## src/rtl/mem1_stage.sv

```systemverilog
// EX/MEM1 pipeline register with SRAM load-data capture and load alignment.
// Drives the writeback bus and the decode forwarding bus combinationally from the register.
module mem1_stage #(
  parameter int EX2MEM1_WD = 182,
  parameter int MEM12WB_WD = 166,
  parameter int MEM12ID_WD = 70
) (
  input  logic                  clk,
  input  logic                  rst,
  input  logic                  flush,
  input  logic [5:0]            stall,
  input  logic [EX2MEM1_WD-1:0] ex2mem1_bus,
  input  logic [63:0]           data_sram_rdata,
  output logic [MEM12WB_WD-1:0] mem12wb_bus,
  output logic [MEM12ID_WD-1:0] mem12id_fwd
);

  logic [EX2MEM1_WD-1:0] r;
  logic [63:0]           rbuf;
  logic                  rbuf_v;
  logic                  hold;
  logic                  bubble;

  logic [6:0]  lsu_op;
  logic [7:0]  data_ram_sel;
  logic        sel_load;
  logic        rf_we;
  logic [4:0]  rf_waddr;
  logic [63:0] ex_result;
  logic [63:0] pc;
  logic [31:0] inst;

  logic [63:0] raw;
  logic [2:0]  off;
  logic [7:0]  ld_b;
  logic [15:0] ld_h;
  logic [31:0] ld_w;
  logic [63:0] load_data;
  logic [63:0] rf_wdata;

  assign hold   = stall[4] & stall[5] & ~flush;
  assign bubble = stall[4] & ~stall[5];

  always_ff @(posedge clk) begin
    if (rst) begin
      r <= '0;
    end else if (flush) begin
      r <= '0;
    end else if (bubble) begin
      r <= '0;
    end else if (!stall[4]) begin
      r <= ex2mem1_bus;
    end
  end

  // SRAM data is only valid in the first MEM1 cycle, so grab it the first time we hold.
  always_ff @(posedge clk) begin
    if (rst) begin
      rbuf   <= '0;
      rbuf_v <= 1'b0;
    end else if (!hold) begin
      rbuf_v <= 1'b0;
    end else if (!rbuf_v) begin
      rbuf   <= data_sram_rdata;
      rbuf_v <= 1'b1;
    end
  end

  assign {lsu_op, data_ram_sel, sel_load, rf_we, rf_waddr, ex_result, pc, inst} = r;

  assign raw  = rbuf_v ? rbuf : data_sram_rdata;
  assign off  = ex_result[2:0];
  assign ld_b = 8'(raw >> {off, 3'b000});
  assign ld_h = 16'(raw >> {off[2:1], 4'b0000});
  assign ld_w = 32'(raw >> {off[2], 5'b00000});

  always_comb begin
    load_data = '0;
    case (lsu_op)
      7'b100_0000: load_data = {{56{ld_b[7]}}, ld_b};
      7'b010_0000: load_data = {{48{ld_h[15]}}, ld_h};
      7'b001_0000: load_data = {{32{ld_w[31]}}, ld_w};
      7'b000_1000: load_data = raw;
      7'b000_0100: load_data = {56'd0, ld_b};
      7'b000_0010: load_data = {48'd0, ld_h};
      7'b000_0001: load_data = {32'd0, ld_w};
      default:     load_data = '0;
    endcase
  end

  assign rf_wdata    = sel_load ? load_data : ex_result;
  assign mem12wb_bus = {rf_we, rf_waddr, rf_wdata, pc, inst};
  assign mem12id_fwd = {rf_we, rf_waddr, rf_wdata};

  // Byte-lane select and the other stages' stall bits are not needed here.
  logic unused_ok;
  assign unused_ok = ^{data_ram_sel, stall[3:0]};

endmodule

```

## config.mk

```make
export PLATFORM = sky130hd
export DESIGN_NAME = mem1_stage
export DESIGN_NICKNAME = d
export VERILOG_FILES = /design/src/rtl/mem1_stage.sv
export SDC_FILE = /design/constraint.sdc
export NUM_CORES = 1
export LEC_CHECK = 0
export ABC_AREA = 0
export ABC_CLOCK_PERIOD_IN_PS = 5500
export CAP_MARGIN = 20
export CORE_AREA = 2 2 191 193
export DETAILED_ROUTE_END_ITERATION = 10
export DIE_AREA = 0 0 193 195
export GPL_TIMING_DRIVEN = 0
export PLACE_DENSITY = 0.67
export REMOVE_ABC_BUFFERS = 1
export SLEW_MARGIN = 5
export SYNTH_ARGS = -nofsm -noshare
export SYNTH_HDL_FRONTEND = slang
export SYNTH_SLANG_ARGS = --single-unit
```

## constraint.sdc

```tcl
create_clock -name clk -period 5.5 [get_ports clk]
set_input_delay 0.55 -clock clk [delete_from_list [all_inputs] [get_ports clk]]
set_output_delay 0.55 -clock clk [all_outputs]
set_load 0.02 [all_outputs]
```

Word level (Yosys, flattened, before mapping)
Cells that the tools add are included.
W data, S select, Z words.
{"block": "classes", "eq_ne": 7, "shifts": 3, "n_mux": 4, "n_bitwise": 5, "reduce_logical": 1}
{"op": "$pmux W64 S7", "n": 1}
{"op": "$mux W64", "n": 2}
{"op": "$shr A64 B6 Y16", "n": 1}
{"op": "$shr A64 B6 Y32", "n": 1}
{"op": "$shr A64 B6 Y8", "n": 1}
{"op": "$eq A7 B1 Y1 const B", "n": 1}
{"op": "$eq A7 B2 Y1 const B", "n": 1}
{"op": "$eq A7 B3 Y1 const B", "n": 1}
{"op": "$eq A7 B4 Y1 const B", "n": 1}
{"op": "$eq A7 B5 Y1 const B", "n": 1}
{"op": "$eq A7 B6 Y1 const B", "n": 1}
{"op": "$eq A7 B7 Y1 const B", "n": 1}
{"op": "$and A1 B1 Y1", "n": 3}
{"op": "$reduce_or A3 Y1", "n": 1}
{"op": "$not A1 Y1", "n": 2}
{"op": "$mux W1", "n": 1}
{"block": "word_totals", "reg_bits": 247, "input_bits": 255, "out_inout_bits": 236, "elab_cells": 23}

Longest topological paths before layout
Gate-level depths: netlist (run 1).
{"block": "depth", "ltp_word": 4, "ltp_mapped": 9, "depth_no_buf": 5}

Worst setup path before layout (run 1)
No wires, ideal clock.
{"block": "synth_path", "kind": "register to output", "from": "register r[180]", "to": "output mem12wb_bus[128]", "arrival_ns": 2.777, "required_ns": 4.950, "slack_ns": 2.173, "path_stages_with_launch": 8, "n_path_buf": 4, "cell_sequence": "dfxtp_1 > clkbuf_1 > nor4_1 > nand3_1 > clkbuf_1 > buf_1 > o311ai_0 > buf_4"}
{"block": "synth_via", "elab_chain_cells": 3, "elab_cells_between_ends": 9, "cone_classes": "eq/ne: 7; mux: 2"}
{"item": "start: declaration", "line": "18", "rtl": "logic [EX2MEM1_WD-1:0] r;"}
{"item": "start signal: assignment", "line": "52", "rtl": "r <= ex2mem1_bus;"}
{"item": "$eq A7 B1 Y1 (tied with other cells)", "line": "79", "rtl": "case (lsu_op)"}
{"item": "$pmux W64 S7 *", "line": "79"}
{"item": "$mux W64 *", "line": "91", "rtl": "assign rf_wdata = sel_load ? load_data : ex_result;"}
{"item": "end: declaration", "line": "14", "rtl": "output logic [MEM12WB_WD-1:0] mem12wb_bus,"}
Every way passes the cells marked *; elsewhere a longest branch is shown, timed or not.

Worst setup path in the final report (run 1)
{"block": "layout_path", "from": "register r[98]", "to": "output mem12wb_bus[120]"}
{"block": "layout_via", "elab_chain_cells": 3, "elab_cells_between_ends": 5, "cone_classes": "shift: 3; mux: 2"}
{"item": "$shr A64 B6 Y32 (tied with other cells)", "line": "75", "rtl": "assign ld_w = 32'(raw >> {off[2], 5'b00000});"}
{"item": "$pmux W64 S7 *", "line": "79"}
{"item": "$mux W64 *", "line": "91"}
Marked as above.

==> impl_metrics.env, run 1 <==
export IMPL_die_span_x_um=193
export IMPL_post_cts_hold_buffer_count=0
export IMPL_detail_route_first_pass_iterations=5
export IMPL_groute_usage_overall=0.224
export IMPL_clk_insertion_delay_late_ns=0.54
export IMPL_cts_sinks=239
export IMPL_crit_path_start_kind="register"
export IMPL_synth_top_area_frac=0.380
export IMPL_layout_worst_path_cycle_share=0.958
export IMPL_top_level_ports=491
export IMPL_drt_vias_per_instance=5.14
export IMPL_worst_slack_ns=0.232
export IMPL_grt_start_max_net_pins=91
export IMPL_async_reset_ff_frac=0
export IMPL_net_switching_power_uw=1170
export IMPL_floorplan_die_area_mm2=0.0376
export IMPL_grt_antenna_before_repair=6
export IMPL_synth_commonest_cells="sky130_fd_sc_hd__nor2_1 (248), sky130_fd_sc_hd__dfxtp_1 (239), sky130_fd_sc_hd__mux2i_1 (236)"
export IMPL_post_place_ws_ns=0.482
export IMPL_power_static_leakage_uw=0.00681
export IMPL_cp_arrival_ns=4.72
export IMPL_gpl_congestion=0.793
export IMPL_power_switching_fraction=0.257
export IMPL_power_share_clock=0.432
export IMPL_cts_htree_levels=1
export IMPL_clock_fmax_mhz=190
export IMPL_post_synth_inst_count=1402
export IMPL_syn_area_mm2=0.0126
export IMPL_pwr_share_seq=0.402
export IMPL_place_detailed_hpwl_um=31900
export IMPL_fin_worst_skew_ns=0.00746
export IMPL_grt_first_pass_wirelength_um=64600
export IMPL_cap_violations=0
export IMPL_count_of_final_hold_check_violations=0
export IMPL_fin_setup_tns_ns=0
export IMPL_status="complete, no violations"
export IMPL_rsz_0062_raised_after_global_routing="false"
export IMPL_total_global_routing_overflow=0
export IMPL_core_region_area_mm2=0.0354
export IMPL_syn_to_final_growth_pct=40.1
export IMPL_crit_path_end_kind="output pin"
export IMPL_critical_path_data_required_time_ns=4.95
export IMPL_cts_root_buf="sky130_fd_sc_hd__clkbuf_16"
export IMPL_ys_dominant_reg_cell="sky130_fd_sc_hd__dfxtp_1"
export IMPL_effective_utilization_at_floorplan=0.356
export IMPL_placementRows=69
export IMPL_detailroute_via_count=11000
export IMPL_final_area_mm2=0.0176
export IMPL_critPathMaxStageDelay_ns=0.71
export IMPL_worst_pin_slew_ns=1.03
export IMPL_ys_warnings_count=0
export IMPL_cts_buffer_depth=3
export IMPL_timing_max_transition_violations_final=0
export IMPL_cell_internal_power_dissipation_uw=3380
export IMPL_ir_drop_v=0.000232
export IMPL_critPathMaxFanout=18
export IMPL_timing_setup_critical_path_class="register to output pin"
export IMPL_yosys_cell_types_count=61
export IMPL_period_needed_ns=5.27
export IMPL_chipHeight_um=195
export IMPL_clkTransAtPathRegs_ns=0.06
export IMPL_synthTopCellsByArea="sky130_fd_sc_hd__dfxtp_1 (38%), sky130_fd_sc_hd__mux2i_1 (19%), sky130_fd_sc_hd__buf_4 (10%), sky130_fd_sc_hd__nor2_1 (7.4%), sky130_fd_sc_hd__nand2_1 (2.8%)"
export IMPL_via_count_of_the_first_global_routing_pass=10800
export IMPL_report_final_setup_viol=0
export IMPL_postSynthAreaPerCell_um2=8.98
export IMPL_timing_critical_path_max_delay_family="buffers and inverters"
export IMPL_cts_tree="built"
export IMPL_design_final_nets=1901
export IMPL_drtIter0Drc=558
export IMPL_critical_path_slowest_cell="sky130_fd_sc_hd__dfxtp_1"
export IMPL_wire_per_inst_um=20.8
export IMPL_worstPathBufferInverterCount=4
export IMPL_synth_yosys_seq_area_share=0.380
export IMPL_synth_seq_cells=239
export IMPL_final_antenna_net_count=0
export IMPL_placed_cell_area_mm2=0.0166
export IMPL_maxSlewHeadroom=0.309
export IMPL_class_of_the_most_critical_hold_timing_path="primary input to register"
export IMPL_power_per_cell_area_mw_per_mm2=258
export IMPL_cts_buffers=28
export IMPL_final_layout_size_suffix_gt1_frac=0.0756
export IMPL_finalPower_uw=4550
export IMPL_synth_area_leader_cell="sky130_fd_sc_hd__dfxtp_1"
export IMPL_pwr_share_comb=0.166
export IMPL_yosysMostFrequentCell="sky130_fd_sc_hd__nor2_1"
export IMPL_crit_chain="buf_8, clkinv_1, buf_16, mux4_2, o32a_4, a21oi_4, o21bai_1, clkdlybuf4s50_1"
export IMPL_port_buffer_count=478
export IMPL_detail_route_drc_violations=0
export IMPL_routed_wirelength_um=44300
export IMPL_fin_util=0.498
export IMPL_synth_edf_count=0
path summary, 6_finish.rpt:
check / start / end / slack (ns) / cells after the start
setup / recovery: r[98]$_SDFFE_PP0N_ / mem12wb_bus[120] / 0.23 / 8
setup reg to reg: rbuf_v$_SDFF_PP0_ / rbuf[18]$_SDFFE_PP0P_ / 3.37 / 5
hold reg to reg: rbuf[29]$_SDFFE_PP0P_ / rbuf[29]$_SDFFE_PP0P_ / 0.46 / 2
hold / removal: stall[4] / r[115]$_SDFFE_PP0N_ / 0.41 / 3
per-stage QoR:
stage	hold slack [ns]	cells
finish	0.407	2131
global route	0.392	2128
CTS	0.382	2127
detailed placement	0.449	2076
global placement	0.439	2060
floorplan	0.422	1121
cell families (layout without fill, tap and decap cells):
logic type / Yosys count / in the layout / synth area share
buffers and inverters: 286 / 551 / 0.140
DFF: 239 / 239 / 0.380
other: 0 / 3 / 0
AOI/OAI and AO/OA: 198 / 198 / 0.114
and+or+nand+nor: 401 / 401 / 0.132
xor gates and xnor gates: 4 / 4 / 0.00278
muxes: 274 / 274 / 0.231
flip-flops by register name (all words and copies together), names as in the netlist:
register	flops
r	174
rbuf_v	1
rbuf	64
tightest hold or removal path, delay by kind of cell:
family                 cells  cell delay, ns
buffers and inverters      1            0.15
multiplexers               1            0.13
AND/OR/NAND/NOR            1            0.07
layout by cell type (no fill, tap or decap), drive strengths merged, types with 3 or more instances in the layout:
cell type and count:
mux2 28, and3 3, nor2b 7, o221ai 17, clkdlybuf4s50 476, clkbuf 39, o21ai 37, bufinv 3
nand2 94, dfxtp 239, clkinv 9, buf 19, nand2b 10, or3 5, o311ai 18, diode 3
nand3 8, nor2 248, o32a 8, o211ai 4, a21oi 33, a31oi 4, mux4 10, o22ai 4
a221o 5, a211oi 38, or2 4, and2 6, o22a 3, mux2i 236, a211o 10, inv 4
nor3 8
power groups by stage:
stage | clock [uW] | sequential, uW | combinational (uW)
4_1_cts | 2010 | 1830 | 761
3_3_place_gp | 0 | 1870 | 821
6_report | 1970 | 1830 | 757
3_5_place_dp | 0 | 1870 | 756
2_1_floorplan | 0 | 1890 | 310
5_1_grt | 2080 | 1840 | 810
timing repair:
action                     4_1_cts  5_1_grt
setup endpoints to repair       12        0
resized for setup                2        0
setup buffers                    0        0
hold endpoints to repair         0        0
layout make-up:
cell class | count | area (um2)
diodes | 3 | 7.51
clock buffers | 39 | 833
clock inverters | 12 | 141
fillers | 3343 | 17800
inverters | 5 | 18.8
multi-input cells | 877 | 6080
flip-flops and latches | 239 | 4790
well taps | 461 | 577
repair buffers | 495 | 5180
metal layers:
layer / wire (um) / GRT usage
met4: 1360 / 0.0707
met3: 3950 / 0.0625
met1: 16900 / 0.254
met5: 52 / 0
met2: 22100 / 0.403
Power figures use the tool's default switching activity.
==> inputs of run 2 (changes only) <==
- CAP_MARGIN: 20 -> 0
- SLEW_MARGIN: 5 -> not set
==> impl_metrics.env, run 2 (synthesis gave the netlist of run 1 again) <==
export IMPL_status="complete, no violations"
export IMPL_net_switching_power_uw=1140
export IMPL_maxSlewHeadroom=0.231
export IMPL_rsz_0062_raised_after_global_routing="false"
export IMPL_cts_htree_levels=1
export IMPL_core_region_area_mm2=0.0354
export IMPL_final_antenna_net_count=0
export IMPL_detail_route_drc_violations=0
export IMPL_grt_antenna_before_repair=5
export IMPL_cts_root_buf="sky130_fd_sc_hd__clkbuf_16"
export IMPL_wire_per_inst_um=20.6
export IMPL_top_level_ports=491
export IMPL_detail_route_first_pass_iterations=7
export IMPL_critPathMaxFanout=21
export IMPL_ir_drop_v=0.000225
export IMPL_design_final_nets=1897
export IMPL_routed_wirelength_um=43700
export IMPL_finalHoldWorstSlack_ns=0.456
export IMPL_report_final_setup_viol=0
export IMPL_cts_tree="built"
export IMPL_drt_vias_per_instance=5.10
export IMPL_groute_usage_overall=0.222
export IMPL_detailroute_via_count=10800
export IMPL_cts_sinks=239
export IMPL_post_cts_hold_buffer_count=0
export IMPL_effective_utilization_at_floorplan=0.356
export IMPL_grt_start_max_net_pins=94
export IMPL_post_place_ws_ns=-0.581
export IMPL_fin_setup_tns_ns=0
export IMPL_post_cts_repair_setup_buffers=0
export IMPL_floorplan_die_area_mm2=0.0376
export IMPL_period_needed_ns=5.30
export IMPL_clock_fmax_mhz=189
export IMPL_final_area_mm2=0.0175
export IMPL_final_layout_size_suffix_gt1_frac=0.0710
export IMPL_timing_reg2reg_setup_slack_ns=3.08
export IMPL_pwr_share_comb=0.168
export IMPL_die_span_x_um=193
export IMPL_critical_path_reg2reg_startpoint="rbuf_v$_SDFF_PP0_"
export IMPL_critical_path_data_required_time_ns=4.95
export IMPL_gpl_congestion=0.793
export IMPL_place_detailed_hpwl_um=31500
export IMPL_syn_to_final_growth_pct=38.9
export IMPL_placementRows=69
export IMPL_via_count_of_the_first_global_routing_pass=10600
export IMPL_top_regs="r x174, rbuf x64, rbuf_v x1"
export IMPL_port_buffer_count=478
export IMPL_pwr_share_seq=0.409
export IMPL_crit_path_end_kind="output pin"
export IMPL_layout_common_cells="sky130_fd_sc_hd__clkdlybuf4s50_1 (476), sky130_fd_sc_hd__nor2_1 (246), sky130_fd_sc_hd__mux2i_1 (236), sky130_fd_sc_hd__dfxtp_1 (236), sky130_fd_sc_hd__nand2_1 (94)"
export IMPL_timing_max_transition_violations_final=0
export IMPL_largest_register="r"
export IMPL_chipHeight_um=195
export IMPL_worst_pin_slew_ns=1.15
export IMPL_layout_worst_path_cycle_share=0.964
export IMPL_class_of_the_most_critical_hold_timing_path="register to register"
export IMPL_cell_internal_power_dissipation_uw=3320
export IMPL_postCtsResizedCells=3
export IMPL_clk_insertion_delay_late_ns=0.55
export IMPL_power_share_clock=0.423
export IMPL_timing_setup_critical_path_class="register to output pin"
export IMPL_largest_reg_flops=174
export IMPL_critPathLaunch="r[97]$_SDFFE_PP0N_"
export IMPL_count_of_final_hold_check_violations=0
export IMPL_critical_path_reg2reg_endpoint="rbuf[17]$_SDFFE_PP0P_"
export IMPL_worst_setup_path_endpoint="mem12id_fwd[9]"
export IMPL_multiInputGateArea_mm2=0.00608
export IMPL_fill_cells=3344
export IMPL_worst_slack_ns=0.195
export IMPL_post_place_cells=2073
export IMPL_most_common_cell_after_layout_fill_and_taps_aside="sky130_fd_sc_hd__clkdlybuf4s50_1"
export IMPL_power_per_cell_area_mw_per_mm2=255
export IMPL_power_static_leakage_uw=0.00675
export IMPL_clkTransAtPathRegs_ns=0.06
export IMPL_final_cells=2124
export IMPL_power_switching_fraction=0.256
export IMPL_grt_first_pass_wirelength_um=63800
export IMPL_cts_buffers=28
export IMPL_fin_worst_skew_ns=0.00910
export IMPL_placed_cell_area_mm2=0.0166
export IMPL_cp_arrival_ns=4.75
export IMPL_cap_violations=0
export IMPL_r2r_cells=4
export IMPL_drtIter0Drc=467
export IMPL_crit_path_start_kind="register"
export IMPL_total_global_routing_overflow=0
export IMPL_ff_latch_area_mm2=0.00479
export IMPL_cts_buffer_depth=3
run 2: cell count changes in the layout (fill, tap and decap cells not counted), moves of 2 or more:
| cell | previous run | this run |
|---|---|---|
| sky130_fd_sc_hd__buf_16 | 9 | 7 |
| sky130_fd_sc_hd__buf_8 | 3 | 1 |
| sky130_fd_sc_hd__clkbuf_1 | 3 | 6 |
| sky130_fd_sc_hd__clkbuf_8 | 7 | 3 |
run 2: area by class of cell:
class,count,share of cell area
multi-input cells,877,0.347
repair buffers,491,0.291
flip-flops and latches,239,0.274
clock buffers,38,0.0451
well taps,461,0.0330
clock inverters,11,0.00744
inverters,5,0.00136
diodes,2,0.000286
run 2: power by group through the flow:
stage                     clock [uW]  sequential [uW]  combinational, uW
final                           1890             1830                749
after CTS                       1940             1830                755
after floorplan                    0             1890                310
after detailed placement           0             1870                751
after global placement             0             1870                821
after global routing            2010             1840                803
run 2: worst min path at each step:
stage	depth (start not counted)	start	end	slack (ns)
detailed placement	2	rbuf[10]$_SDFFE_PP0P_	rbuf[10]$_SDFFE_PP0P_	0.45
global placement	2	rbuf[25]$_SDFFE_PP0P_	rbuf[25]$_SDFFE_PP0P_	0.44
floorplan	2	rbuf[6]$_SDFFE_PP0P_	rbuf[6]$_SDFFE_PP0P_	0.42
finish	2	rbuf[28]$_SDFFE_PP0P_	rbuf[28]$_SDFFE_PP0P_	0.46
global route	2	rbuf[21]$_SDFFE_PP0P_	rbuf[21]$_SDFFE_PP0P_	0.47
CTS	2	rbuf[10]$_SDFFE_PP0P_	rbuf[10]$_SDFFE_PP0P_	0.46
run 2: stage by stage:
step	util	total power, uW
floorplan	-	2200
global placement	0.458	2690
detailed placement	0.468	2620
CTS	0.494	4520
global route	0.494	4640
finish	0.494	4470
run 2: worst max-delay path: stages, from the launching register on:
cell	delay, ns
sky130_fd_sc_hd__dfxtp_1	0.66
sky130_fd_sc_hd__inv_1	0.61
sky130_fd_sc_hd__mux4_2	0.69
sky130_fd_sc_hd__mux2_2	0.32
sky130_fd_sc_hd__nor2_1	0.87
sky130_fd_sc_hd__o32a_1	0.39
sky130_fd_sc_hd__clkdlybuf4s50_1	0.64
run 2: metal layers:
| layer | global-route usage | routed length [um] |
|---|---|---|
| met5 | 0 | 39 |
| met1 | 0.250 | 16800 |
| met2 | 0.397 | 21600 |
| met4 | 0.0780 | 1460 |
| met3 | 0.0609 | 3760 |
